<file path="config.mk">
export PLATFORM = sky130hd
export DESIGN_NAME = frame_scene_ctrl
export DESIGN_NICKNAME = d
export VERILOG_FILES = /design/src/rtl/frame_scene_ctrl.sv
export SDC_FILE = /design/constraint.sdc
export NUM_CORES = 1
export LEC_CHECK = 0
export CORE_AREA = 2 2 280 282
export DETAILED_ROUTE_END_ITERATION = 8
export DIE_AREA = 0 0 282 284
export GPL_ROUTABILITY_DRIVEN = 0
export PLACE_DENSITY_LB_ADDON = 0.05
export SLEW_MARGIN = 0
export SYNTH_ARGS = -nofsm -noshare
export SYNTH_HDL_FRONTEND = slang
export SYNTH_SLANG_ARGS = --single-unit
</file>
<file path="constraint.sdc">
create_clock -name sys_clk -period 5.8 [get_ports sys_clk]
set_input_delay 1.45 -clock sys_clk [delete_from_list [all_inputs] [get_ports sys_clk]]
set_output_delay 1.45 -clock sys_clk [all_outputs]
set_load 0.01 [all_outputs]
</file>
<file path="src/rtl/frame_scene_ctrl.sv">
// Frame-synchronous scene controller. It stages one physics update and commits it
// to the pixel_gen-facing registers only during vertical blanking, deriving camera_y.
module frame_scene_ctrl #(
  parameter int PHY_WIDTH       = 14,
  parameter int OBSTACLE_NUM    = 10,
  parameter int BLOCK_LEN_WIDTH = 4,
  parameter int BLOCK_WIDTH     = 480,
  parameter int CAM_WIDTH       = 5,
  parameter int SCREEN_WIDTH    = 10,
  parameter int V_ACTIVE        = 480
) (
  input  logic                                    sys_clk,
  input  logic                                    sys_rst,
  input  logic [SCREEN_WIDTH-1:0]                 y,
  input  logic                                    upd_valid,
  output logic                                    upd_ready,
  input  logic [PHY_WIDTH-1:0]                    upd_char_x,
  input  logic [PHY_WIDTH-1:0]                    upd_char_y,
  input  logic [OBSTACLE_NUM*PHY_WIDTH-1:0]       upd_obs_x,
  input  logic [OBSTACLE_NUM*PHY_WIDTH-1:0]       upd_obs_y,
  input  logic [OBSTACLE_NUM*BLOCK_LEN_WIDTH-1:0] upd_obs_len,
  output logic [PHY_WIDTH-1:0]                    char_abs_x,
  output logic [PHY_WIDTH-1:0]                    char_abs_y,
  output logic [OBSTACLE_NUM*PHY_WIDTH-1:0]       obstacle_abs_pos_x,
  output logic [OBSTACLE_NUM*PHY_WIDTH-1:0]       obstacle_abs_pos_y,
  output logic [OBSTACLE_NUM*BLOCK_LEN_WIDTH-1:0] obstacle_block_width,
  output logic [CAM_WIDTH-1:0]                    camera_y,
  output logic                                    commit_pulse,
  output logic [7:0]                              drop_cnt
);

  typedef enum logic [1:0] {IDLE, DIV, COMMIT} state_t;

  state_t                                  state, state_nxt;
  logic                                    vb_q, vb_d, vb_fall;
  logic                                    pend, done, xfer, div_step;
  logic [PHY_WIDTH-1:0]                    rem;
  logic [CAM_WIDTH-1:0]                    q;
  logic [PHY_WIDTH-1:0]                    st_char_x, st_char_y;
  logic [OBSTACLE_NUM*PHY_WIDTH-1:0]       st_obs_x, st_obs_y;
  logic [OBSTACLE_NUM*BLOCK_LEN_WIDTH-1:0] st_obs_len;

  assign upd_ready = ~pend & ~sys_rst;
  assign xfer      = upd_valid & upd_ready;
  assign vb_fall   = vb_d & ~vb_q;
  // Quotient saturates at all-ones so camera_y never wraps for very large char_y.
  assign div_step  = (rem >= PHY_WIDTH'(BLOCK_WIDTH)) && (q != '1);

  always_ff @(posedge sys_clk) begin
    if (sys_rst) state <= IDLE;
    else         state <= state_nxt;
  end

  always_comb begin
    state_nxt = state;
    case (state)
      IDLE:    if (vb_q && pend && !done) state_nxt = DIV;
      DIV:     if (!div_step) state_nxt = COMMIT;
      COMMIT:  state_nxt = IDLE;
      default: state_nxt = IDLE;
    endcase
  end

  always_ff @(posedge sys_clk) begin
    if (sys_rst) begin
      vb_q                 <= 1'b0;
      vb_d                 <= 1'b0;
      pend                 <= 1'b0;
      done                 <= 1'b0;
      rem                  <= '0;
      q                    <= '0;
      st_char_x            <= '0;
      st_char_y            <= '0;
      st_obs_x             <= '0;
      st_obs_y             <= '0;
      st_obs_len           <= '0;
      char_abs_x           <= '0;
      char_abs_y           <= '0;
      obstacle_abs_pos_x   <= '0;
      obstacle_abs_pos_y   <= '0;
      obstacle_block_width <= '0;
      camera_y             <= '0;
      commit_pulse         <= 1'b0;
      drop_cnt             <= '0;
    end else begin
      vb_q         <= (y >= SCREEN_WIDTH'(V_ACTIVE));
      vb_d         <= vb_q;
      commit_pulse <= 1'b0;

      if (xfer) begin
        st_char_x  <= upd_char_x;
        st_char_y  <= upd_char_y;
        st_obs_x   <= upd_obs_x;
        st_obs_y   <= upd_obs_y;
        st_obs_len <= upd_obs_len;
        pend       <= 1'b1;
      end

      case (state)
        IDLE: begin
          if (state_nxt == DIV) begin
            rem <= st_char_y;
            q   <= '0;
          end
        end
        DIV: begin
          if (div_step) begin
            rem <= rem - PHY_WIDTH'(BLOCK_WIDTH);
            q   <= q + 1'b1;
          end
        end
        COMMIT: begin
          char_abs_x           <= st_char_x;
          char_abs_y           <= st_char_y;
          obstacle_abs_pos_x   <= st_obs_x;
          obstacle_abs_pos_y   <= st_obs_y;
          obstacle_block_width <= st_obs_len;
          camera_y             <= q;
          pend                 <= 1'b0;
          commit_pulse         <= 1'b1;
        end
        default: ;
      endcase

      // A commit that overruns past the end of vblank must not block the next frame.
      if (vb_fall)                     done <= 1'b0;
      else if (state == COMMIT && vb_q) done <= 1'b1;

      if (vb_fall && !done && drop_cnt != '1) drop_cnt <= drop_cnt + 8'd1;
    end
  end

endmodule

</file>
# Word level (Yosys, flattened, before mapping)
# Index checks and enable logic that the tools add are counted.
# totals
ff_bits	735
inputBits	361
out_inout_bits	363
# op_classes
add_sub_neg	3
magnitude_cmp	2
eq_ne	7
muxes	10
bitwise	6
reduce_logical	12
# op_table
operator	n
two-way mux 14 bit	2
one-hot mux 14 bit (2 select lines)	1
greater-or-equal comparator 14 x 9 -> 1 bit (second input constant)	1
subtractor 14 x 9 -> 14 bit (second input constant)	1
greater-or-equal comparator 10 x 9 -> 1 bit (second input constant)	1
two-way mux 5 bit	2
one-hot mux 5 bit (2 select lines)	1
adder 8 x 1 -> 8 bit (second input constant)	1
inequality test 8 bit (second input constant)	1
logical AND 1 bit	6
adder 5 x 1 -> 5 bit (second input constant)	1
inequality test 5 bit (second input constant)	1
== test 2 x 1 -> 1 bit (second input constant)	2
two-way mux 2 bit	2
inequality test 2 bit (second input constant)	2
one-hot mux 2 bit (2 select lines)	1
OR reduction 2 bit	2
AND 1 bit	3
NOT 1 bit	3
AND reduction 3 bit	1
== test 2 bit (second input constant)	1
logical NOT 2 bit	1
nonzero test 2 bit	1
logical NOT 1 bit	1
two-way mux 1 bit	1

# Logic depth before layout (Yosys ltp)
# depth
depth_word	7
mapped_depth	8
mapped_depth_nobuf	6

# Worst setup path after synthesis
# Ideal clock, no wire load.
# synth_timing
path_kind	input -> output
from	input sys_rst
to	output upd_ready
t_arrival_ns	1.775
required_ns	4.350
path_slack_ns	2.575
cell_stages	2
path_cell_list	buf_2 > nor2_1
# synth_via
elab_chain_cells	2
# synth_lines
item	line_no	rtl
from (decl)	13	input logic sys_rst,
NOT 1 bit	43	assign upd_ready = ~pend & ~sys_rst;
AND 1 bit	43	
to (decl)	16	output logic upd_ready,
# Every way passes these cells.

# Worst setup path in the final report
# Same ends and word-level chain as after synthesis.

==> results_dict.tcl <==
set metrics [dict create \
    drt_first_iter_violations 1082 \
    start_kind "primary input" \
    coreArea_um2 76960 \
    synth_mux_area_share_pct 0.04188 \
    drive_above_1_share_pct 5.210 \
    rsz0062_at_grt "no" \
    startpoint "sys_rst" \
    cts_resized 0 \
    num_io_pins 724 \
    synth_cell_types 54 \
    ys_seq_area_share_pct 61.15 \
    synth_top_area_cell "dfxtp_1" \
    drt-total-wl_um 81960 \
    grt.busiest_layer "met2" \
    timing.final.crit_share_pct 71.68 \
    syn_avg_cell_area_um2 9.687 \
    synthArstFlopShare_pct 0 \
    hp-class "reg2reg" \
    start_util_pct 31.05 \
    antenna_found_initial 19 \
    clk_latency_ns 0.62 \
    synth_fa_ha_area_share_pct 0.2094 \
    irDropWorstVdd_v 0.0001740 \
    syn_nets 2832 \
    num_vias 19928 \
    slew_viol_final 0 \
    numCtsBuffers 82 \
    grt_max_degree 197 \
    grt_pass1_vias 19119 \
    dr.pass1.iters 5 \
    cpPeakStageDelay_ns 0.56 \
    place_hpwl_um 54890 \
    fin_skew_ns 0.01616 \
    synth-seq-cells 730 \
    clock_sinks 730 \
    rr_worst_depth 3 \
    synth-compound-area-share_pct 21.95 \
    slowest_stage "clkdlybuf4s50_1" \
    final_nets 3452 \
    p_per_area_nw_per_um2 319.8 \
    clkSlewWorstSetupHoldPaths_ns 0.06 \
    finalSetupViolations 0 \
    status "complete, no violations" \
    ys_top_cells_by_area "dfxtp_1, a22o_1, nand2_1, o21ai_0, buf_2" \
    synth_edf_count 0 \
    dp_slack_ns 1.375 \
    syn2layout_area_growth_pct 44.48 \
    p_leak_uw 0.01268 \
    cp_data_required_time_ns 4.35 \
    worstSetupEndpoint "upd_ready" \
    cp_max_fo 3 \
    yosysTopAreaCellShare_pct 61.15 \
    core.rowCount 102 \
    post_drt_wl_per_cell_um 19.52 \
    crit_top_cell "clkdlybuf4s50_1" \
    crit_type "in2out" \
    portBuffers 718 \
    cts_hold_buf 0 \
    synth_top_family_by_area "compound AO/OA/AOI/OAI gates" \
    die_y_um 284 \
    cts_buffer_depth 3 \
    layout_setup_ws_ns 1.643 \
    met3_usage_pct 6.858 \
    overflow 0 \
    hold_violations 0 \
    drc 0 \
    path_cells "clkdlybuf4s50_1, nor2_1, clkdlybuf4s50_1" \
    post-route-util_pct 44.87 \
    yosysWarnings 0 \
    cp_data_arrival_time_ns 2.71 \
    n_fill_cell 7430 \
    clock.fmax_mhz 240.5 \
    die_area_um2 80090 \
    r2r_slack_ns 3.48 \
    htreeDepth 3 \
    tritoncts "done" \
    cts_root_buf "clkbuf_16" \
    grt.met1_usage_pct 22.75 \
    use_met2_pct 32.99 \
    worstMarginPinSlew_ns 1.085 \
    vias_per_cell 4.747 \
    ys.flop_type "dfxtp_1" \
    setup-tns-final_ns 0 \
    grt_pass1_wl_um 121200 \
    postSynthCellCount 2467 \
    maxSlewHeadroom_pct 27.66 \
    synth-xor-area-share_pct 0.2565 \
    grt_usage_pct 19.64 \
    r2r_start "state[1]$_SDFF_PP0_" \
    syn-cell-area_um2 23900 \
    reg2reg_to "obstacle_abs_pos_y[80]$_SDFFE_PP0P_" \
    worstSetupEndpointType "primary output" \
    ant_nets 0 \
    maxCapViolCount 0 \
    die_w_um 282 \
    post_cts_buffers 0 \
    min_period_ns 4.157 \
    yosys.area_share.simple_pct 12.55 \
]
-- cell families after synthesis --
logic type | after synthesis
buffers and inverters | 210
adders and majority gates | 4
xor gates and xnor gates | 7
DFF | 730
AOI/OAI and AO/OA | 748
and+or+nand+nor | 767
muxes | 1
-- metal layers --
layer	part of all wire, %	routed length (um)
met1	40	32530
met2	48	39720
met3	8.3	6780
met4	3.4	2795
met5	0.16	134
-- state kept, by name, summed over array words and instances (netlist names), 8 cells and up --
register and cells:
st_obs_y 140, st_char_x 14, st_obs_len 40, char_abs_y 14
rem 9, obstacle_block_width 40, obstacle_abs_pos_y 140, drop_cnt 8
st_char_y 14, obstacle_abs_pos_x 140, st_obs_x 140, char_abs_x 14
-- where the power goes --
group | internal (uW) | switching, uW | leakage [uW]
logic | 330 | 319 | 0.00543
clock network | 3000 | 2100 | 0.00131
registers | 5200 | 95.5 | 0.00594
-- cell usage in the layout, fill, tap and decap left out, drive strengths merged, types with 3 or more instances in the layout --
| master | netlist | layout |
|---|---|---|
| a21oi | 12 | 12 |
| a22o | 353 | 353 |
| a22oi | 5 | 5 |
| a311oi | 3 | 3 |
| and2 | 3 | 3 |
| and3 | 5 | 5 |
| buf | 102 | 23 |
| clkbuf | 103 | 123 |
| clkdlybuf4s50 | 0 | 718 |
| clkinv | 0 | 18 |
| dfxtp | 730 | 730 |
| diode | 0 | 10 |
| ha | 4 | 4 |
| inv | 5 | 6 |
| nand2 | 707 | 707 |
| nand2b | 4 | 4 |
| nand3 | 9 | 9 |
| nor2 | 19 | 19 |
| nor3 | 8 | 8 |
| o2111ai | 3 | 3 |
| o211ai | 4 | 4 |
| o21ai | 349 | 349 |
| o32ai | 6 | 6 |
| xor2 | 6 | 6 |
-- through the flow --
stage	cell area [um^2]	instances	hold WS, ns	total power (uW)
after floorplan	23900	2467	0.4357	5674
after global placement	31850	4043	0.4426	6049
after detailed placement	31850	4043	0.4491	6066
after CTS	34500	4188	0.4485	11210
after global routing	34520	4196	0.4669	11480
final	34530	4198	0.4509	11040
-- worst min path at each step --
stage | startpoint | depth (start not counted) | end
after floorplan | st_char_x[0]$_SDFFE_PP0P_ | 2 | st_char_x[0]$_SDFFE_PP0P_
after global placement | st_obs_x[119]$_SDFFE_PP0P_ | 2 | st_obs_x[119]$_SDFFE_PP0P_
after detailed placement | st_obs_y[84]$_SDFFE_PP0P_ | 1 | obstacle_abs_pos_y[84]$_SDFFE_PP0P_
after CTS | st_obs_y[83]$_SDFFE_PP0P_ | 1 | obstacle_abs_pos_y[83]$_SDFFE_PP0P_
after global routing | st_obs_x[12]$_SDFFE_PP0P_ | 1 | obstacle_abs_pos_x[12]$_SDFFE_PP0P_
final | st_obs_y[1]$_SDFFE_PP0P_ | 1 | obstacle_abs_pos_y[1]$_SDFFE_PP0P_
-- cells in the mapped netlist (all sizes together), types with 2 or more instances --
cell	count
and2	3
nor2	19
and3	5
nor3	8
clkbuf	103
xor2	6
o32ai	6
a22oi	5
buf	102
dfxtp	730
a21oi	12
inv	5
nand2b	4
a311oi	3
nand4	2
nand3	9
o2111ai	3
nor2b	2
nor3b	2
o211ai	4
nand2	707
a22o	353
ha	4
o21ai	349
-- area by class of cell --
cell class	instances	area [um^2]	area share, %
diodes	10	25.02	0.07247
inverters	5	26.28	0.07610
flip-flops and latches	730	14610	42.32
clock buffers	123	2439	7.063
repair buffers	741	7522	21.79
clock inverters	22	215.2	0.6233
multi-input cells	1527	8386	24.29
well taps	1040	1301	3.769
-- worst max-delay path, delay by kind of cell --
kind,cells,cell delay (ns)
and+or+nand+nor,1,0.17
buffers and inverters,2,1.09
Note: power is estimated with default switching activity, not from simulation.
